[src/rtl/accum_seg_d1.sv]
// Segment accumulator: sums data tokens until an end-of-segment token, then emits
// the wrapped sum (with overflow sideband) followed by an end-of-segment token.
module accum_seg_d1 #(
    parameter int unsigned W = 8,
    parameter int unsigned G = 4
) (
    input  logic             clock,
    input  logic             reset,
    input  logic [W-1:0]     in_d,
    input  logic             in_e,
    input  logic             in_v,
    output logic             in_b,
    output logic [W+G-1:0]   out_d,
    output logic             out_e,
    output logic             out_v,
    input  logic             out_b,
    output logic             out_ovf
);

    localparam int unsigned OW = W + G;
    localparam int unsigned SW = OW + 1;

    typedef enum logic [1:0] {
        ST_ACC = 2'd0,
        ST_SUM = 2'd1,
        ST_EOS = 2'd2
    } state_t;

    state_t        state;
    logic [OW-1:0] acc;
    logic          ovf;
    logic [SW-1:0] sum_c;
    logic          in_xfer_c;

    // in_b is a register, so the transfer qualifier has no input-to-in_b path
    assign in_xfer_c = in_v && !in_b;
    assign sum_c     = SW'(acc) + SW'(in_d);

    // in_b resets high and clears on the first edge after reset release
    always_ff @(posedge clock or negedge reset) begin
        if (!reset) begin
            state   <= ST_ACC;
            acc     <= '0;
            ovf     <= 1'b0;
            out_d   <= '0;
            out_e   <= 1'b0;
            out_v   <= 1'b0;
            out_ovf <= 1'b0;
            in_b    <= 1'b1;
        end else begin
            case (state)
                ST_ACC: begin
                    in_b <= 1'b0;
                    if (in_xfer_c) begin
                        if (in_e) begin
                            state   <= ST_SUM;
                            out_d   <= acc;
                            out_e   <= 1'b0;
                            out_ovf <= ovf;
                            out_v   <= 1'b1;
                            in_b    <= 1'b1;
                        end else begin
                            acc <= sum_c[OW-1:0];
                            ovf <= ovf | sum_c[OW];
                        end
                    end
                end
                ST_SUM: begin
                    if (!out_b) begin
                        state   <= ST_EOS;
                        out_d   <= '0;
                        out_e   <= 1'b1;
                        out_ovf <= 1'b0;
                        out_v   <= 1'b1;
                        acc     <= '0;
                        ovf     <= 1'b0;
                    end
                end
                ST_EOS: begin
                    if (!out_b) begin
                        state <= ST_ACC;
                        out_v <= 1'b0;
                        out_e <= 1'b0;
                        in_b  <= 1'b0;
                    end
                end
                default: begin
                    state <= ST_ACC;
                    in_b  <= 1'b0;
                end
            endcase
        end
    end

endmodule

[config.mk]
export PLATFORM = sky130hd
export DESIGN_NAME = accum_seg_d1
export DESIGN_NICKNAME = d
export VERILOG_FILES = /design/src/rtl/accum_seg_d1.sv
export SDC_FILE = /design/constraint.sdc
export NUM_CORES = 1
export LEC_CHECK = 0
export BUFFER_PORTS_ARGS = -buffer_cell sky130_fd_sc_hd__buf_2
export CAP_MARGIN = 0
export CORE_ASPECT_RATIO = 0.9
export CORE_MARGIN = 1
export CORE_UTILIZATION = 25
export DETAILED_ROUTE_END_ITERATION = 6
export PLACE_DENSITY = 0.41
export SETUP_SLACK_MARGIN = 0.5
export SLEW_MARGIN = 0
export SYNTH_ARGS = -nofsm -noshare
export SYNTH_HDL_FRONTEND = slang
export SYNTH_SLANG_ARGS = --single-unit
[constraint.sdc]
create_clock -name clock -period 2.7 [get_ports clock]
set_input_delay 0.54 -clock clock [delete_from_list [all_inputs] [get_ports clock]]
set_output_delay 0.54 -clock clock [all_outputs]
set_load 0.05 [all_outputs]
# Word level (Yosys, flattened, before mapping)

Index checks and enable logic that the tools add are counted.

Bitwise operators: 2
Reductions and logical operators: 10
Multiplexer cells: 29
$add $sub $neg: 1
Eq/ne operators: 7

Operators by type and width:

| operator             | number |
|---|---|
| $mux W12             | 5 |
| $pmux W12 S2         | 2 |
| $add A12 B8 Y13      | 1 |
| $mux W1              | 12 |
| $reduce_and A4 Y1    | 3 |
| $ne A2 B2 Y1 const B | 5 |
| $pmux W1 S3          | 3 |
| $mux W2              | 4 |
| $pmux W2 S3          | 1 |
| $reduce_and A5 Y1    | 1 |
| $pmux W1 S2          | 2 |
| $reduce_bool A3 Y1   | 1 |
| $eq A2 B1 Y1 const B | 1 |
| $eq A2 B2 Y1 const B | 1 |
| $logic_not A2 Y1     | 1 |
| $reduce_and A2 Y1    | 1 |
| $reduce_bool A2 Y1   | 1 |
| $logic_and A1 B1 Y1  | 1 |
| $logic_not A1 Y1     | 1 |
| $not A1 Y1           | 1 |
| $or A1 B1 Y1         | 1 |

Input bits: 13
Bits in registers: 31
Output and inout port bits: 16

# Logic depth before layout (Yosys ltp)

Gate-level depths: netlist of the first run.

Depth after elaboration: 5
Mapped depth: 7

# Worst setup path after synthesis of the first run

Ideal clock, no wire load.

Path kind: in2reg
From: input in_d[0]
To: register acc[6]
Buffers on the path: 0
Data arrival time: 2080 ps
Stages on the path: 7
Slack: 499 ps
Library setup time: 122 ps
Path through: ha_1 > fa_1 > nand3_1 > a21boi_0 > o21a_1 > or3_1 > a32o_1

Word-level cells in the longest chain between the ends: 4

RTL lines:

| element                | line | source |
|---|---|---|
| start: declaration     | 9    | `input logic [W-1:0] in_d,` |
| $add A12 B8 Y13        | 37   | `assign sum_c = SW'(acc) + SW'(in_d);` |
| $mux W12               | 55   | `if (in_e) begin` |
| $mux W12               | 54   | `if (in_xfer_c) begin` |
| $pmux W12 S2           | 51   | `case (state)` |
| end signal: assignment | 63   | `acc <= sum_c[OW-1:0];` |
| end: declaration       | 30   | `logic [OW-1:0] acc;` |

Every way passes these cells. The select of a mux whose other input is x is not followed.
A chain may end at the register's enable or synchronous reset.

# Worst setup path in the final report of the first run

From: register state[0]
To: register acc[11]

Word-level cells in the longest chain between the ends: 3
Elaborated cells on any way between the ends: 8

RTL lines:

| element                                                                    | line | source |
|---|---|---|
| start: declaration                                                         | 29   | `state_t state;` |
| start signal: assignment                                                   | 42   | `state <= ST_ACC;` |
| start signal: assignment                                                   | 56   | `state <= ST_SUM;` |
| start signal: assignment                                                   | 70   | `state <= ST_EOS;` |
| $eq A2 B1 Y1 / $logic_not A2 Y1 (equally long branches)                    | 51   |  |
| $ne A2 B2 Y1 (no source line) / $reduce_bool A2 Y1 (equally long branches) | n/a  |  |
| $reduce_and A4 Y1 (no source line)                                         | n/a  |  |

Parallel ways exist; a longest one is shown, timed or not.

==> impl_metrics.json, run 1 <==
{
  "gp_routability_congestion": 0.815,
  "setup_viol": 0,
  "wire_per_inst_um": 14.3,
  "syn_to_final_growth_pct": 25.7,
  "synthAdderAreaFrac": 0.0751,
  "ctsLongestPathBuffers": 2,
  "synth.yosys.seq_area_share": 0.486,
  "final.fill_count": 667,
  "grt_pass1_vias": 1365,
  "cts-buffers-inserted": 5,
  "fmax_ghz": 0.477,
  "yosys-mux-area-fraction": 0,
  "grt-ovfl-total": 0,
  "ys_types": 35,
  "place.detailed.hpwl_um": 2800,
  "postSynthCellCount": 156,
  "synth.avg_cell_area_um2": 10.3,
  "dr_total_vias": 1328,
  "synth_fp_nets": 178,
  "postSynth.asyncResetShare": 1.00,
  "clkLatencyLatePin_ns": 0.29,
  "power_per_cell_area_mw_per_mm2": 1130,
  "io_buffers": 28,
  "die_width_um": 86.3,
  "maxCapViolations": 0,
  "timing.setup.tns_ns": 0,
  "yosys_warnings": 0,
  "area_enclosed_by_the_die_boundary_mm2": 0.00672,
  "worstHoldPathType": "in -> async",
  "post_route_cells_drive_above_1_share": 0.263,
  "most_used_standard_cell_by_instance_count_after_synthesis": "sky130_fd_sc_hd__dfrtp_1",
  "wl_um": 3950,
  "ctsHtreeMaxLevel": 2,
  "synth_edf_count": 0,
  "synth-simple-area-share": 0.146,
  "placeableCoreArea_mm2": 0.00615,
  "worst-endpoint-required_ns": 2.92,
  "synth_seq_cells": 31,
  "report.power.total_mw": 2.27,
  "worst_clock_skew_ns": 0.0100,
  "critical_setup_path_class": "reg -> reg",
  "drv_slew": 0,
  "tightestPinTransition_ns": 0.712,
  "synth.cells.most_frequent": "sky130_fd_sc_hd__dfrtp_1 (30), sky130_fd_sc_hd__a22o_1 (17), sky130_fd_sc_hd__nand2_1 (14)",
  "synth_area_mm2": 0.00160,
  "vias_per_cell": 4.79,
  "synth_top_family_by_area": "compound AO/OA/AOI/OAI gates",
  "synth.largest_area_cell": "sky130_fd_sc_hd__dfrtp_1",
  "compound_cell_area_share_of_the_yosys_netlist": 0.265,
  "antenna-diode-count": 0,
  "grt_first_pass_wirelength_um": 6630,
  "die_y_um": 77.9,
  "regArea_um2": 778,
  "cts.reportedPaths.clkPinSlew_ns": 0.07,
  "tritoncts_num_sinks": 31,
  "starting_density_of_the_core": 0.260,
  "antenna_found_initial": 0,
  "post_synth_xor_area_fraction": 0.0110,
  "final_net_count": 211,
  "rsz_0062_raised_after_global_routing": "yes",
  "first_pass_drt_iterations": 4,
  "fin_crit_sh": 0.776,
  "synth_top_area_share": 0.469,
  "tritoncts": "yes",
  "grt_start_max_net_pins": 32,
  "crit_path_max_fanout": 13,
  "slew_headroom": 0.525,
  "endpoint_kind": "flop",
  "synth_flop_cell": "sky130_fd_sc_hd__dfrtp_1",
  "ir_drop_mv": 0.472,
  "clk_root_buffer_cell": "sky130_fd_sc_hd__clkbuf_8",
  "multiInputGateArea_um2": 836,
  "fp-row-count": 27,
  "detail_route.iter0.violations": 63,
  "start_kind": "flop",
  "fin_worst_hold_slack_ns": 0.303,
  "finalCriticalPeriod_ns": 2.09,
  "drc_violation_count_after_routing": 0,
  "outcome": "completed",
  "post-cts-setup-buffers": 0,
  "cellLeakagePower_nw": 0.925,
  "grt_usage": 0.129,
  "count_of_boundary_i_o_pins": 29,
  "cts.hold.buffers_added": 0,
  "timing_hold_violations_final": 0,
  "synth_area_leaders": "sky130_fd_sc_hd__dfrtp_1 (47%), sky130_fd_sc_hd__a22o_1 (9.3%), sky130_fd_sc_hd__ha_1 (6.3%)",
  "postRouteAntennaNets": 0,
  "critical_path_arrival_ns": 2.31
}
state kept, by name (all words and copies together) (netlist names):
name,count
out_d,12
acc,12
out_e,1
ovf,1
state,2
in_b,1
out_v,1
out_ovf,1
worst max-delay path, stage by stage (launching register included):
cell	delay (ns)
sky130_fd_sc_hd__dfrtp_2	0.49
sky130_fd_sc_hd__or4b_4	0.58
sky130_fd_sc_hd__a21oi_2	0.17
sky130_fd_sc_hd__nand3_1	0.13
sky130_fd_sc_hd__or4_1	0.51
sky130_fd_sc_hd__a21oi_1	0.15
cell type report:
cell class | instances | area share
Multi-Input combinational cell | 118 | 0.416
Sequential cell | 31 | 0.387
Timing Repair Buffer | 31 | 0.0809
Tap cell | 87 | 0.0541
Clock buffer | 6 | 0.0411
Clock inverter | 2 | 0.0174
Inverter | 2 | 0.00373
report_power, final:
| group | switching (mW) | internal, mW | total [mW] |
|---|---|---|---|
| combinational | 0.649 | 0.378 | 1.03 |
| sequential | 0.149 | 0.619 | 0.768 |
| clock | 0.178 | 0.298 | 0.476 |
| total | 0.976 | 1.30 | 2.27 |
cell usage in the layout (no fill, tap or decap), types with 2 or more instances in the layout:
master,count
sky130_fd_sc_hd__xnor2_1,2
sky130_fd_sc_hd__and2_1,2
sky130_fd_sc_hd__buf_2,28
sky130_fd_sc_hd__nor2_1,9
sky130_fd_sc_hd__o21ai_0,13
sky130_fd_sc_hd__nand2_1,14
sky130_fd_sc_hd__ha_4,2
sky130_fd_sc_hd__nand3_1,2
sky130_fd_sc_hd__or3_1,4
sky130_fd_sc_hd__nor3_1,2
sky130_fd_sc_hd__dfrtp_1,29
sky130_fd_sc_hd__o31ai_1,6
sky130_fd_sc_hd__or4_1,2
sky130_fd_sc_hd__inv_1,2
sky130_fd_sc_hd__o21a_1,2
sky130_fd_sc_hd__a22o_1,17
sky130_fd_sc_hd__clkbuf_8,6
sky130_fd_sc_hd__a21oi_1,12
sky130_fd_sc_hd__buf_4,3
sky130_fd_sc_hd__nand2b_1,2
sky130_fd_sc_hd__a211oi_1,2
sky130_fd_sc_hd__nor2b_1,2
sky130_fd_sc_hd__a32o_1,2
sky130_fd_sc_hd__ha_1,5
logic make-up after synthesis:
family / count (synthesis)
xor+xnor: 2
fa+ha+maj: 9
flops: 31
buf+inv: 7
compound gates: 61
simple gates: 46
stage by stage:
step,instances,setup slack (ns),instance area (um^2),util
3_5_place_dp,269,0.322,1850,0.302
2_1_floorplan,156,0.550,1600,-
4_1_cts,277,0.516,1970,0.321
6_report,277,0.606,2010,0.327
3_3_place_gp,269,0.360,1850,0.302
5_1_grt,277,0.491,2010,0.327
what timing repair did:
action | 4_1_cts | 5_1_grt
endpoints found under the setup margin | 1 | 3
pin swaps | 0 | 1
resized for setup | 1 | 6
path summary, 6_finish.rpt:
path | startpoint | end | slack [ns] | cells after the start
worst max-delay path | state[0] | acc[11] | 0.61 | 5
worst min-delay path | reset | acc[10] | 0.30 | 1
worst max register to register | state[0] | acc[11] | 0.61 | 5
worst min register to register | out_e | out_e | 0.49 | 2
max in group asynchronous | reset | state[0] | 1.89 | 1
min in group clock | out_e | out_e | 0.49 | 2
layer usage:
metal,GRT usage,up-vias,routed length [um]
met5,0,-,0
met4,0.0500,0,61
li1,-,655,-
met3,0.0319,8,176
met1,0.173,637,1980
met2,0.197,28,1730
(Power assumes the default switching activity.)
==> inputs of run 2 (changes only) <==
- clock period: 2.7 -> 2.1 ns (I/O delays scaled with it)
==> run 2 against run 1 <==
Net effect:
- flip-flop and latch count unchanged
- hold slack worse by 0.11 ns
- critical endpoint is now acc[6]
- count of clock-buffer cells in the layout rose by 2
==> impl_metrics.json, run 2 (synthesis gave the netlist of run 1 again) <==
{
  "worstHoldPathType": "in -> async",
  "power_per_cell_area_mw_per_mm2": 1400,
  "switching_power_mw": 1.39,
  "post_route_cells_drive_above_1_share": 0.390,
  "rsz_0062_raised_after_global_routing": "yes",
  "critical_setup_path_class": "reg -> reg",
  "fp-row-count": 27,
  "io_buffers": 28,
  "use_met1": 0.185,
  "starting_density_of_the_core": 0.260,
  "tritoncts": "yes",
  "p_seq_frac": 0.304,
  "wl_um": 4310,
  "drc_violation_count_after_routing": 0,
  "grt_first_pass_wirelength_um": 6910,
  "slew_headroom": 0.513,
  "power.share.switching": 0.437,
  "fmax_ghz": 0.512,
  "power_frac_comb": 0.529,
  "start_kind": "flop",
  "top_regs": "acc (12), out_d (12), state (2)",
  "gr-usage-met2": 0.198,
  "final.fill_count": 636,
  "grt_most_used_layer": "met2",
  "detail_route.iter0.violations": 52,
  "clk_root_buffer_cell": "sky130_fd_sc_hd__clkbuf_8",
  "tritoncts_num_sinks": 31,
  "postLayoutCellArea_mm2": 0.00227,
  "grt_pass1_vias": 1416,
  "place.detailed.hpwl_um": 2920,
  "antenna_found_initial": 0,
  "internal_power_mw": 1.79,
  "ir_drop_mv": 0.604,
  "crit_path_max_fanout": 3,
  "cts-buffers-inserted": 5,
  "count_of_boundary_i_o_pins": 29,
  "cts.hold.buffers_added": 0,
  "ctsHtreeMaxLevel": 2,
  "cellLeakagePower_nw": 1.03,
  "drv_slew": 0,
  "critical_path_arrival_ns": 2.13,
  "finalCoreUtilization": 0.370,
  "finalCriticalPeriod_ns": 1.95,
  "vias_per_cell": 4.85,
  "grt_start_max_net_pins": 32,
  "grt-ovfl-total": 0,
  "clock_power_share": 0.167,
  "die_width_um": 86.3,
  "dr_total_vias": 1440,
  "outcome": "completed",
  "grt_util_met3": 0.0287,
  "area_enclosed_by_the_die_boundary_mm2": 0.00672,
  "gp_routability_congestion": 0.814,
  "ctsLongestPathBuffers": 2,
  "endpoint_kind": "flop",
  "tightestPinTransition_ns": 0.731,
  "syn_to_final_growth_pct": 42.3,
  "report.power.total_mw": 3.19,
  "placeableCoreArea_mm2": 0.00615,
  "layout_commonest_cell": "sky130_fd_sc_hd__dfrtp_1",
  "wire_per_inst_um": 14.5,
  "cts.reportedPaths.clkPinSlew_ns": 0.07,
  "place_area_mm2": 0.00195,
  "antenna-diode-count": 0,
  "timing.setup.tns_ns": 0,
  "postRouteAntennaNets": 0,
  "setup_viol": 0,
  "timing_hold_violations_final": 0,
  "commonest_cells_after_routing_fill_and_taps_aside": "sky130_fd_sc_hd__dfrtp_1 (30), sky130_fd_sc_hd__buf_2 (28), sky130_fd_sc_hd__buf_4 (20)",
  "fin_crit_sh": 0.930,
  "die_y_um": 77.9,
  "first_pass_drt_iterations": 4,
  "worst-endpoint-required_ns": 2.28,
  "maxCapViolations": 0,
  "clkLatencyLatePin_ns": 0.28,
  "grt_usage": 0.134,
  "final_net_count": 231,
  "worst_clock_skew_ns": 0.00543
}
==> run 2: cell types whose count changed in the layout (fill, tap and decap cells not counted), moves of 3 or more <==
cell / before / now
sky130_fd_sc_hd__a21oi_1: 12 / 9
sky130_fd_sc_hd__a21oi_2: 1 / 4
sky130_fd_sc_hd__buf_4: 3 / 20
sky130_fd_sc_hd__buf_6: 0 / 3
sky130_fd_sc_hd__o21ai_0: 13 / 9
sky130_fd_sc_hd__o21ai_1: 0 / 4
==> run 2: worst paths after layout <==
kind | start | slack (ns) | end | cells after the start
min in group clock | out_b | 0.47 | state[1] | 3
max in group asynchronous | reset | 1.44 | state[0] | 1
worst min-delay path | reset | 0.19 | out_ovf | 1
worst max-delay path | acc[0] | 0.15 | acc[6] | 7
worst min register to register | out_d[6] | 0.49 | out_d[6] | 1
worst max register to register | acc[0] | 0.15 | acc[6] | 7
==> run 2: layer usage <==
| layer | wire length, um | vias to the layer above |
|---|---|---|
| li1 | - | 698 |
| met1 | 2140 | 705 |
| met2 | 1950 | 27 |
| met3 | 123 | 10 |
| met4 | 101 | 0 |
| met5 | 0 | - |
==> run 2: critical path, cell delays in order, from the launching register on <==
cell and delay [ns]:
sky130_fd_sc_hd__dfrtp_1 0.41, sky130_fd_sc_hd__ha_4 0.18, sky130_fd_sc_hd__fa_2 0.39, sky130_fd_sc_hd__nand3_4 0.10
sky130_fd_sc_hd__a21boi_2 0.07, sky130_fd_sc_hd__o21a_1 0.18, sky130_fd_sc_hd__or3_1 0.30, sky130_fd_sc_hd__a32o_1 0.22
==> run 2: per-stage QoR <==
stage | instances | hold slack, ns | setup WS [ns]
CTS | 291 | 0.222 | 0.158
global route | 297 | 0.246 | 0.0968
floorplan | 156 | 0.124 | 0.174
finish | 297 | 0.191 | 0.147
detailed placement | 275 | 0.477 | -0.0220
global placement | 275 | 0.466 | -0.00294
==> run 2: what timing repair did <==
action                                  in CTS  in global routing
endpoints found under the hold margin        0                  0
pin swaps                                    8                 11
setup buffers                                8                  6
endpoints found under the setup margin      24                 23
gates resized for setup                     11                 13
==> run 2: layout make-up <==
| type | count | area, um^2 | area share |
|---|---|---|---|
| inverters | 2 | 7.51 | 0.00330 |
| multi-input cells | 118 | 957 | 0.421 |
| clock buffers | 8 | 100 | 0.0440 |
| repair buffers | 51 | 324 | 0.142 |
| flip-flops and latches | 31 | 777 | 0.342 |
| well taps | 87 | 109 | 0.0479 |
==> run 2: power groups by stage <==
stage / Clock [mW] / Sequential (mW) / Combinational, mW
5_1_grt: 0.571 / 1.00 / 1.82
3_5_place_dp: 0 / 0.983 / 1.39
2_1_floorplan: 0 / 1.29 / 0.728
3_3_place_gp: 0 / 0.973 / 1.38
6_report: 0.531 / 0.968 / 1.69
4_1_cts: 0.548 / 0.970 / 1.54
==> inputs of run 3 (changes only) <==
- clock period: 2.1 -> 1.8 ns (I/O delays scaled with it)
==> run 3 against run 2 <==
Net effect:
- worst setup slack worse by 0.28 ns
- sequential power is 15% higher
- the run now ends with negative setup slack left
- first-iteration DRC count is 25% higher
- register-to-register slack worse by 0.28 ns
- die area stayed put
- design area is 9.2% higher
- critical path depth is 1 lower
- largest power group unchanged
- largest cell class unchanged
- flip-flop and latch count stayed put
==> impl_metrics.json, run 3 (synthesis gave the netlist of run 1 again) <==
{
  "crit-reg2reg-capture": "acc[5]",
  "clkLatencyLatePin_ns": 0.28,
  "crit_path_max_fanout": 4,
  "layout_commonest_cell": "sky130_fd_sc_hd__buf_4",
  "finalCoreUtilization": 0.404,
  "tritoncts_num_sinks": 31,
  "io_buffers": 28,
  "endpoint_kind": "flop",
  "place.detailed.hpwl_um": 3110,
  "finalCriticalPeriod_ns": 1.93,
  "post_route_cells_drive_above_1_share": 0.478,
  "wl_um": 4560,
  "worst-r2r-setup-slack_ns": -0.13,
  "timing_hold_violations_final": 0,
  "gp_routability_congestion": 0.792,
  "worst-endpoint-required_ns": 1.98,
  "syn_to_final_growth_pct": 55.3,
  "final-instance-count-excl-fill": 315,
  "grt_start_max_net_pins": 32,
  "timing.critical_path.from": "acc[1]",
  "fp-row-count": 27,
  "maxCapViolations": 0,
  "r2r.worst_path.cells": 6,
  "tightestPinTransition_ns": 0.727,
  "die_width_um": 86.3,
  "placeableCoreArea_mm2": 0.00615,
  "dp.cells": 300,
  "critical_path_arrival_ns": 2.11,
  "ctsLongestPathBuffers": 2,
  "starting_density_of_the_core": 0.260,
  "ir_drop_mv": 0.813,
  "cellLeakagePower_nw": 1.15,
  "power_per_cell_area_mw_per_mm2": 1590,
  "first_pass_drt_iterations": 4,
  "area_enclosed_by_the_die_boundary_mm2": 0.00672,
  "clk_root_buffer_cell": "sky130_fd_sc_hd__clkbuf_8",
  "worstHoldPathType": "in -> async",
  "fin_crit_sh": 1.07,
  "wire_per_inst_um": 14.5,
  "timing.final.ws_setup_ns": -0.132,
  "grt_first_pass_wirelength_um": 7620,
  "worst_clock_skew_ns": 0.0102,
  "fin_worst_hold_slack_ns": 0.127,
  "commonest_cells_after_routing_fill_and_taps_aside": "sky130_fd_sc_hd__buf_4 (33), sky130_fd_sc_hd__dfrtp_1 (30), sky130_fd_sc_hd__buf_2 (23)",
  "r2r_start": "acc[1]",
  "outcome": "finished, violations left",
  "drc_violation_count_after_routing": 0,
  "critical_setup_path_class": "reg -> reg",
  "grt_usage": 0.147,
  "dr_total_vias": 1523,
  "antenna_found_initial": 0,
  "cts-buffers-inserted": 5,
  "violations": "negative setup slack",
  "fmax_ghz": 0.518,
  "slew_headroom": 0.515,
  "die_y_um": 77.9,
  "start_kind": "flop",
  "postRouteAntennaNets": 0,
  "cts.reportedPaths.clkPinSlew_ns": 0.07,
  "drv_slew": 0,
  "ctsHtreeMaxLevel": 2,
  "top_regs": "acc (12), out_d (12), state (2)",
  "detail_route.iter0.violations": 65,
  "setup.worst_path.end": "acc[5]",
  "grt_pass1_vias": 1570,
  "rsz_0062_raised_after_global_routing": "yes",
  "vias_per_cell": 4.83,
  "tritoncts": "yes",
  "report.power.total_mw": 3.94,
  "antenna-diode-count": 0,
  "count_of_boundary_i_o_pins": 29,
  "grt-ovfl-total": 0,
  "setup_viol": 7,
  "final_net_count": 250
}
run 3: what timing repair did:
action,CTS,global route
hold buffers,0,0
endpoints found under the hold margin,0,0
pin swaps,13,9
setup buffers,7,1
cloned,0,0
setup endpoints to repair,28,35
resized for setup,28,19
run 3: per-layer routing:
layer	wire, um	track usage
met1	2270	0.206
met2	2100	0.217
met3	162	0.0372
met4	30	0.0483
met5	0	0
run 3: where the power goes:
group / leakage, nW / internal (mW) / switching (mW)
Combinational: 0.693 / 1.02 / 1.24
Clock: 0.0470 / 0.300 / 0.267
Sequential: 0.406 / 0.928 / 0.183
run 3: how the worst min path moves through the flow:
stage,start,end,cells past startpoint,slack (ns)
final,reset,out_d[5],1,0.13
after global routing,reset,out_d[6],1,0.20
after CTS,reset,out_d[5],1,0.16
after detailed placement,reset,out_d[6],1,0.47
after global placement,reset,out_d[5],1,0.46
after floorplan,reset,acc[0],0,0.06
run 3: final cells by class:
cell class                      count  area (um^2)
Timing Repair Buffer               70          513
Sequential cell                    31          777
Multi-Input combinational cell    118          990
Tap cell                           87          109
Clock inverter                      1         5.00
Fill cell                         632         3660
Clock buffer                        6         82.6
Inverter                            2         7.51
run 3: worst max-delay path, cell delays in order (launching register included):
cell,delay (ns)
sky130_fd_sc_hd__dfrtp_1,0.41
sky130_fd_sc_hd__ha_1,0.33
sky130_fd_sc_hd__a211oi_2,0.24
sky130_fd_sc_hd__nor2_2,0.11
sky130_fd_sc_hd__o21a_1,0.20
sky130_fd_sc_hd__or3_1,0.30
sky130_fd_sc_hd__a32o_1,0.25
run 3: per-stage QoR:
step           setup WS [ns]  instance area [um^2]  setup TNS, ns
2_1_floorplan         -0.126                  1680         -0.283
3_3_place_gp          -0.274                  2140          -1.40
3_5_place_dp          -0.313                  2140          -1.70
4_1_cts               -0.135                  2390         -0.467
5_1_grt               -0.216                  2480          -1.14
6_report              -0.132                  2480         -0.559
